## src/rtl/fft_result_tx_packer_if.sv

```systemverilog
// Sample-in / UART-byte-out bundle for the FFT result packer.
// Latency: none, this is wiring only.
// Backpressure: tx_busy from the UART side stalls the byte stream. Samples have no ready signal.
interface fft_result_tx_packer_if #(
  parameter int bit_width = 32
);
  logic signed [bit_width-1:0] Re_i;
  logic signed [bit_width-1:0] Im_i;
  logic                        en_i;
  logic                        tx_busy;
  logic [7:0]                  tx_data;
  logic                        tx_start;
  logic                        fifo_full;
  logic                        overflow;
  logic                        busy;
  logic                        frame_done;

  // Driving side: the FFT core and the UART transmitter.
  modport master (
    output Re_i, Im_i, en_i, tx_busy,
    input  tx_data, tx_start, fifo_full, overflow, busy, frame_done
  );

  // Packer side.
  modport slave (
    input  Re_i, Im_i, en_i, tx_busy,
    output tx_data, tx_start, fifo_full, overflow, busy, frame_done
  );
endinterface

```

## src/rtl/fft_result_tx_packer.sv

```systemverilog
// Generic synchronous FIFO with a power-of-two depth and a combinational read port.
// Latency: a written entry can be popped on the following cycle.
// Backpressure: a write while full is accepted only if a pop happens in the same cycle; wr_acc reports acceptance.
module fft_result_tx_packer_fifo #(
  parameter int W     = 64,
  parameter int DEPTH = 16,
  parameter int AW    = 4
) (
  input  logic          clk,
  input  logic          rst,
  input  logic          wr_vld,
  input  logic [W-1:0]  wr_dat,
  output logic          wr_acc,
  input  logic          rd_pop,
  output logic [W-1:0]  rd_dat,
  output logic [AW:0]   level,
  output logic [AW:0]   level_nxt
);
  localparam logic [AW:0] FULL_LVL = (AW+1)'(DEPTH);

  logic [W-1:0]  mem [DEPTH];
  logic [AW-1:0] wr_ptr;
  logic [AW-1:0] rd_ptr;
  logic          full;
  logic          do_pop;

  assign full   = (level == FULL_LVL);
  assign do_pop = rd_pop && (level != '0);
  // The slot being freed this cycle can take the incoming entry.
  assign wr_acc = wr_vld && (!full || do_pop);
  assign rd_dat = mem[rd_ptr];

  // Occupancy after this cycle's push/pop.
  always_comb begin
    level_nxt = level;
    case ({wr_acc, do_pop})
      2'b10:   level_nxt = level + 1'b1;
      2'b01:   level_nxt = level - 1'b1;
      default: level_nxt = level;
    endcase
  end

  // Pointers wrap naturally at the power-of-two depth.
  always_ff @(posedge clk or posedge rst) begin
    if (rst) begin
      wr_ptr <= '0;
      rd_ptr <= '0;
      level  <= '0;
    end else begin
      if (wr_acc) wr_ptr <= wr_ptr + 1'b1;
      if (do_pop) rd_ptr <= rd_ptr + 1'b1;
      level <= level_nxt;
    end
  end

  // Storage array, no reset needed.
  always_ff @(posedge clk) begin
    if (wr_acc) mem[wr_ptr] <= wr_dat;
  end
endmodule

// Buffers one frame of complex FFT results, scales each component to saturated int16 and sends 4 bytes per sample to a UART.
// Latency: tx_start for the first byte comes 2 cycles after the strobe that lands in an empty, idle packer.
// Backpressure: tx_busy stalls SEND/WAIT. Samples arriving while the FIFO is full (and no pop is happening) are dropped and set sticky overflow.
module fft_result_tx_packer #(
  parameter int bit_width = 32,
  parameter int N         = 16,
  parameter int SIZE      = 4
) (
  input logic                   clk,
  input logic                   rst,
  fft_result_tx_packer_if.slave bus
);
  typedef struct packed {
    logic signed [bit_width-1:0] re;
    logic signed [bit_width-1:0] im;
  } sample_t;

  typedef enum logic [2:0] {
    S_IDLE,
    S_LOAD,
    S_SEND,
    S_HOLD,
    S_WAIT,
    S_DONE
  } state_t;

  localparam logic signed [bit_width-1:0] SAT_HI    = bit_width'(32767);
  localparam logic signed [bit_width-1:0] SAT_LO    = bit_width'(-32768);
  localparam logic [SIZE:0]               FRAME_LEN = (SIZE+1)'(N);

  // Drop the 8 fractional bits and clamp to int16. For narrow inputs the clamps are constant-false.
  function automatic logic [15:0] to_int16(input logic signed [bit_width-1:0] x);
    logic signed [bit_width-1:0] v;
    v = x >>> 8;
    if (v > SAT_HI)      to_int16 = 16'h7FFF;
    else if (v < SAT_LO) to_int16 = 16'h8000;
    else                 to_int16 = v[15:0];
  endfunction

  sample_t       wr_sample;
  sample_t       rd_sample;
  logic          wr_acc;
  logic [SIZE:0] level;
  logic [SIZE:0] level_nxt;

  state_t        state;
  state_t        state_nxt;
  logic          pop;
  logic          idx_inc;
  logic          cnt_inc;
  logic          cnt_clr;
  logic          tx_start_c;
  logic          frame_done_c;

  logic [15:0]   re_q;
  logic [15:0]   im_q;
  logic [1:0]    byte_idx;
  logic [SIZE:0] sample_cnt;
  logic [7:0]    tx_byte;

  logic          fifo_full_q;
  logic          busy_q;
  logic          overflow_q;

  assign wr_sample.re = bus.Re_i;
  assign wr_sample.im = bus.Im_i;

  fft_result_tx_packer_fifo #(
    .W     ($bits(sample_t)),
    .DEPTH (N),
    .AW    (SIZE)
  ) u_fifo (
    .clk       (clk),
    .rst       (rst),
    .wr_vld    (bus.en_i),
    .wr_dat    (wr_sample),
    .wr_acc    (wr_acc),
    .rd_pop    (pop),
    .rd_dat    (rd_sample),
    .level     (level),
    .level_nxt (level_nxt)
  );

  // LOAD is the only state that consumes a FIFO entry.
  assign pop = (state == S_LOAD);

  // FSM state register.
  always_ff @(posedge clk or posedge rst) begin
    if (rst) state <= S_IDLE;
    else     state <= state_nxt;
  end

  // Next-state and per-state strobes.
  always_comb begin
    state_nxt    = state;
    idx_inc      = 1'b0;
    cnt_inc      = 1'b0;
    cnt_clr      = 1'b0;
    tx_start_c   = 1'b0;
    frame_done_c = 1'b0;
    unique case (state)
      // Also leave IDLE on the push happening now, so the first byte starts two cycles after the strobe.
      S_IDLE: begin
        if ((level != '0) || wr_acc) state_nxt = S_LOAD;
      end
      S_LOAD: begin
        state_nxt = S_SEND;
      end
      S_SEND: begin
        if (!bus.tx_busy) begin
          tx_start_c = 1'b1;
          state_nxt  = S_HOLD;
        end
      end
      // The transmitter may need a cycle to raise busy, so it is not looked at here.
      S_HOLD: begin
        state_nxt = S_WAIT;
      end
      S_WAIT: begin
        if (!bus.tx_busy) begin
          if (byte_idx != 2'd3) begin
            idx_inc   = 1'b1;
            state_nxt = S_SEND;
          end else begin
            cnt_inc = 1'b1;
            if ((sample_cnt + 1'b1) == FRAME_LEN) state_nxt = S_DONE;
            else if (level != '0)                 state_nxt = S_LOAD;
            else                                  state_nxt = S_IDLE;
          end
        end
      end
      S_DONE: begin
        frame_done_c = 1'b1;
        cnt_clr      = 1'b1;
        state_nxt    = S_IDLE;
      end
      default: state_nxt = S_IDLE;
    endcase
  end

  // Scaled sample holding registers, byte index and frame sample counter.
  always_ff @(posedge clk or posedge rst) begin
    if (rst) begin
      re_q       <= '0;
      im_q       <= '0;
      byte_idx   <= '0;
      sample_cnt <= '0;
    end else begin
      if (pop) begin
        re_q     <= to_int16(rd_sample.re);
        im_q     <= to_int16(rd_sample.im);
        byte_idx <= '0;
      end else if (idx_inc) begin
        byte_idx <= byte_idx + 1'b1;
      end
      if (cnt_clr)      sample_cnt <= '0;
      else if (cnt_inc) sample_cnt <= sample_cnt + 1'b1;
    end
  end

  // Big-endian byte order: Re high, Re low, Im high, Im low. Stable until byte_idx or the sample changes.
  always_comb begin
    tx_byte = re_q[15:8];
    case (byte_idx)
      2'd0: tx_byte = re_q[15:8];
      2'd1: tx_byte = re_q[7:0];
      2'd2: tx_byte = im_q[15:8];
      2'd3: tx_byte = im_q[7:0];
      default: tx_byte = re_q[15:8];
    endcase
  end

  // Registered status flags showing the state after this cycle's push/pop. Overflow is sticky.
  always_ff @(posedge clk or posedge rst) begin
    if (rst) begin
      fifo_full_q <= 1'b0;
      busy_q      <= 1'b0;
      overflow_q  <= 1'b0;
    end else begin
      fifo_full_q <= (level_nxt == FRAME_LEN);
      busy_q      <= (state_nxt != S_IDLE) || (level_nxt != '0);
      if (bus.en_i && !wr_acc) overflow_q <= 1'b1;
    end
  end

  assign bus.tx_data    = tx_byte;
  assign bus.tx_start   = tx_start_c;
  assign bus.frame_done = frame_done_c;
  assign bus.fifo_full  = fifo_full_q;
  assign bus.busy       = busy_q;
  assign bus.overflow   = overflow_q;
endmodule

```

## src/flat_wrapper.sv

```systemverilog
// flat-port wrapper written by rule: the top's interface ports become plain ports
module fft_result_tx_packer_flat 
#(
  parameter int bit_width = 32,
  parameter int N         = 16,
  parameter int SIZE      = 4
)
  (clk, rst, bus_Re_i, bus_Im_i, bus_en_i, bus_tx_busy, bus_tx_data, bus_tx_start, bus_fifo_full, bus_overflow, bus_busy, bus_frame_done);
  fft_result_tx_packer_if #(.bit_width(bit_width)) bus_i ();
  input logic clk;
  input logic rst;
  input wire logic [$bits(bus_i.Re_i)-1:0] bus_Re_i;
  input wire logic [$bits(bus_i.Im_i)-1:0] bus_Im_i;
  input wire logic [$bits(bus_i.en_i)-1:0] bus_en_i;
  input wire logic [$bits(bus_i.tx_busy)-1:0] bus_tx_busy;
  output wire logic [$bits(bus_i.tx_data)-1:0] bus_tx_data;
  output wire logic [$bits(bus_i.tx_start)-1:0] bus_tx_start;
  output wire logic [$bits(bus_i.fifo_full)-1:0] bus_fifo_full;
  output wire logic [$bits(bus_i.overflow)-1:0] bus_overflow;
  output wire logic [$bits(bus_i.busy)-1:0] bus_busy;
  output wire logic [$bits(bus_i.frame_done)-1:0] bus_frame_done;
  assign bus_i.Re_i = bus_Re_i;
  assign bus_i.Im_i = bus_Im_i;
  assign bus_i.en_i = bus_en_i;
  assign bus_i.tx_busy = bus_tx_busy;
  assign bus_tx_data = bus_i.tx_data;
  assign bus_tx_start = bus_i.tx_start;
  assign bus_fifo_full = bus_i.fifo_full;
  assign bus_overflow = bus_i.overflow;
  assign bus_busy = bus_i.busy;
  assign bus_frame_done = bus_i.frame_done;
  fft_result_tx_packer #(.bit_width(bit_width), .N(N), .SIZE(SIZE)) u_core (.clk(clk), .rst(rst), .bus(bus_i));
endmodule
```

## config.mk

```make
export PLATFORM = sky130hd
export DESIGN_NAME = fft_result_tx_packer_flat
export DESIGN_NICKNAME = d
export VERILOG_FILES = /design/src/rtl/fft_result_tx_packer_if.sv /design/src/rtl/fft_result_tx_packer.sv /design/src/flat_wrapper.sv
export SDC_FILE = /design/constraint.sdc
export NUM_CORES = 1
export LEC_CHECK = 0
export CAP_MARGIN = 20
export CORE_ASPECT_RATIO = 1.1
export CORE_MARGIN = 5
export CORE_UTILIZATION = 50
export DETAILED_ROUTE_END_ITERATION = 8
export GPL_TIMING_DRIVEN = 0
export PLACE_DENSITY = 0.73
export SLEW_MARGIN = 0
export SYNTH_ARGS = -nofsm -noshare
export SYNTH_HDL_FRONTEND = slang
export SYNTH_HIERARCHICAL = 1
export SYNTH_SLANG_ARGS = --single-unit
```

## constraint.sdc

```tcl
create_clock -name clk -period 17.8 [get_ports clk]
set_input_delay 5.34 -clock clk [delete_from_list [all_inputs] [get_ports clk]]
set_output_delay 5.34 -clock clk [all_outputs]
set_load 0.01 [all_outputs]
```

==> flow_summary.toml <==
[worst_setup_path]
worst_stage_delay_on_the_critical_path_ns = 0.59
worst_ep_required_time_ns = 12.46
critical_path_peak_fanout = 5
critical_path.startpoint_type = "input port"
crit-reg2reg-launch = "u_core/state[0]$_DFF_PP0_"
worst_path_dominant_cell_family = "buffers and inverters"
timing.setup.critical_path_class = "input port to primary output"
r2r_slack_ns = 13.21
timing.critical_path.cells = "clkdlybuf4s50_1 > nor4b_1 > clkdlybuf4s50_1"
critical_path.slowest_cell = "sky130_fd_sc_hd__clkdlybuf4s50_1"
timing.critical_path.to_type = "primary output"
cp.arrival_ns = 6.76
crit-reg2reg-capture = "u_core/u_fifo/mem[11][26]$_DFFE_PP_"
critPathMostFrequentCell = "sky130_fd_sc_hd__clkdlybuf4s50_1"
worstRegToRegCells = 14
critical_path.n_buffers_inverters = 2

[sta]
max_freq_mhz = 82.6
final_min_period_over_clock_period_pct = 68.0
finalClockSkew_ns = 0.0167
count_of_final_max_slew_check_failures = 0
setup_tns_ns = 0
final.setup.worst_slack_ns = 5.70
rsz_0062_raised_after_global_routing = "no"
transition_time_of_the_tightest_slew_check_pin_ns = 1.02
setup_viol = 0
hold_viol = 0
layout_min_cycle_time_ns = 12.10
worst_slew_slack_as_a_fraction_of_its_limit_pct = 31.7

[pwr]
p_comb_share_pct = 31.4
netSwitchingPower_mw = 1.79
p_total_mw = 5.94
p_leak_nw = 12.1
internal_power_mw = 4.16
pwr-share-clk_pct = 27.7
switching_share_pct = 30.1
pwr-share-seq_pct = 40.9
highest_ir_drop_seen_on_vdd_v = 0.000107
power-per-cell-area_nw_per_um2 = 160

[placed_design]
detailedPlace.worstSlack_ns = 5.71
numPortBuffers = 64
placed_area_um2 = 34700
place_inst = 2388
hpwl_mm = 44.8
place_congestion = 0.788

[global_routing]
gr-usage-all-layers_pct = 21.1
grt_pass1_vias = 16386
largest_net_degree_at_the_start_of_global_routing = 46
global_route.overflow_total = 0
first_pass_grt_wire_length_mm = 108
grt_antenna_before_repair = 8

[clocking]
tritoncts = "done"
ctsLongestPathBuffers = 3
cts.sinks = 826
cts_repair_resize_count = 0
cts_htree_levels = 3
post-cts-setup-buffers = 0
cts_root_buf = "sky130_fd_sc_hd__clkbuf_16"
path_clk_slew_ns = 0.06
hold_fix_buffers_at_cts = 0
clk-insertion-delay-late_ns = 0.61
tritoncts.num_buffers = 78

[detailed_routing]
first_pass_iters = 6
vias_per_cell = 6.18
detail_route.drc_violations = 0
vias = 15688
post_route_m1_wl_mm = 28.0
drt.antenna.violating_nets = 0
routed_wirelength_mm = 72.8
highest_layer = "met5"
drt-initial-drc-count = 1556
met2_wirelength_mm = 36.6
met3_wirelength_from_detailed_routing_mm = 5.87
wl_per_cell_um = 28.7

[die]
start_util_pct = 50.6
die_w_um = 252
dieArea_um2 = 69800
core_area_um2 = 63800
placement_rows = 97
design.portCount = 81
die_height_um = 277

[yosys]
synthesis.yosys.warnings = 6
syn-mean-instance-area_um2 = 22.3
syn_nets = 1528
synth_cells = 1446
synth_area_um2 = 32300

[cells_and_area]
final_area_um2 = 37300
most_common_cell_after_layout_fill_and_taps_aside = "sky130_fd_sc_hd__edfxtp_1"
final_cell_mix = "768 x sky130_fd_sc_hd__edfxtp_1, 233 x sky130_fd_sc_hd__mux4_2, 79 x sky130_fd_sc_hd__clkbuf_16"
finish.net_count = 1710
layout.cells.non_filler = 2537
area_growth_syn_to_layout_pct = 15.3
post_route_cells_drive_above_1_share_pct = 27.3

[worst_hold_path]
hp-class = "flop to flop"
hold_end = "u_core/bus.overflow$_DFFE_PP0P_"
startpoint_of_the_lowest_slack_hold_path = "u_core/bus.overflow$_DFFE_PP0P_"
timing.hold.worst_path_depth = 1

[run_status]
outcome = "finished, final reports clean"

[run]
drv_cap = 0
-- state kept, by name, summed over array words and instances, names as in the netlist, 2 cells and up --
register / flops
u_core/u_fifo/wr_ptr: 4
u_core/sample_cnt: 5
u_core/u_fifo/rd_ptr: 4
u_core/state: 3
u_core/u_fifo/mem: 768
u_core/im_q: 16
u_core/re_q: 16
u_core/u_fifo/level: 5
u_core/byte_idx: 2
-- through the flow --
stage / hold slack (ns) / util, %
2_1_floorplan: 0.445 / -
3_3_place_gp: 0.442 / 53.2
3_5_place_dp: 0.450 / 54.3
4_1_cts: 0.462 / 58.3
5_1_grt: 0.484 / 58.3
6_report: 0.458 / 58.4
-- power by group through the flow --
stage	logic (mW)	registers (mW)	clock network, mW
4_1_cts	1.88	2.43	1.67
2_1_floorplan	1.26	2.45	0
3_3_place_gp	1.77	2.48	0
6_report	1.87	2.43	1.64
5_1_grt	1.98	2.45	1.76
3_5_place_dp	1.86	2.47	0
-- worst max path at each step --
stage                           start                             endpoint  slack [ns]  depth (start not counted)
after floorplan           bus_tx_busy                         bus_tx_start        6.64                          1
after global placement       bus_en_i  u_core/u_fifo/mem[10][27]$_DFFE_PP_        2.26                          5
after detailed placement  bus_tx_busy                         bus_tx_start        5.71                          3
after CTS                 bus_tx_busy                         bus_tx_start        5.70                          3
after global routing      bus_tx_busy                         bus_tx_start        5.65                          3
final                     bus_tx_busy                         bus_tx_start        5.70                          3
-- final cells by class --
| type | count | area, um2 |
|---|---|---|
| Fill cell | 4472 | 26600 |
| Timing Repair Buffer | 102 | 1290 |
| Antenna cell | 4 | 10.0 |
| Multi-Input combinational cell | 508 | 7170 |
| Clock inverter | 54 | 532 |
| Buffer | 91 | 586 |
| Clock buffer | 90 | 2020 |
| Sequential cell | 826 | 24500 |
| Inverter | 21 | 81.3 |
| Tap cell | 841 | 1050 |
-- metal layers --
layer  global-route usage, %  up-vias
li1                        -     6424
met1                    29.0     8372
met2                    34.4      756
met3                    3.96      128
met4                    7.41        8
met5                       0        -
No activity file was read; power rests on OpenSTA's default activity.
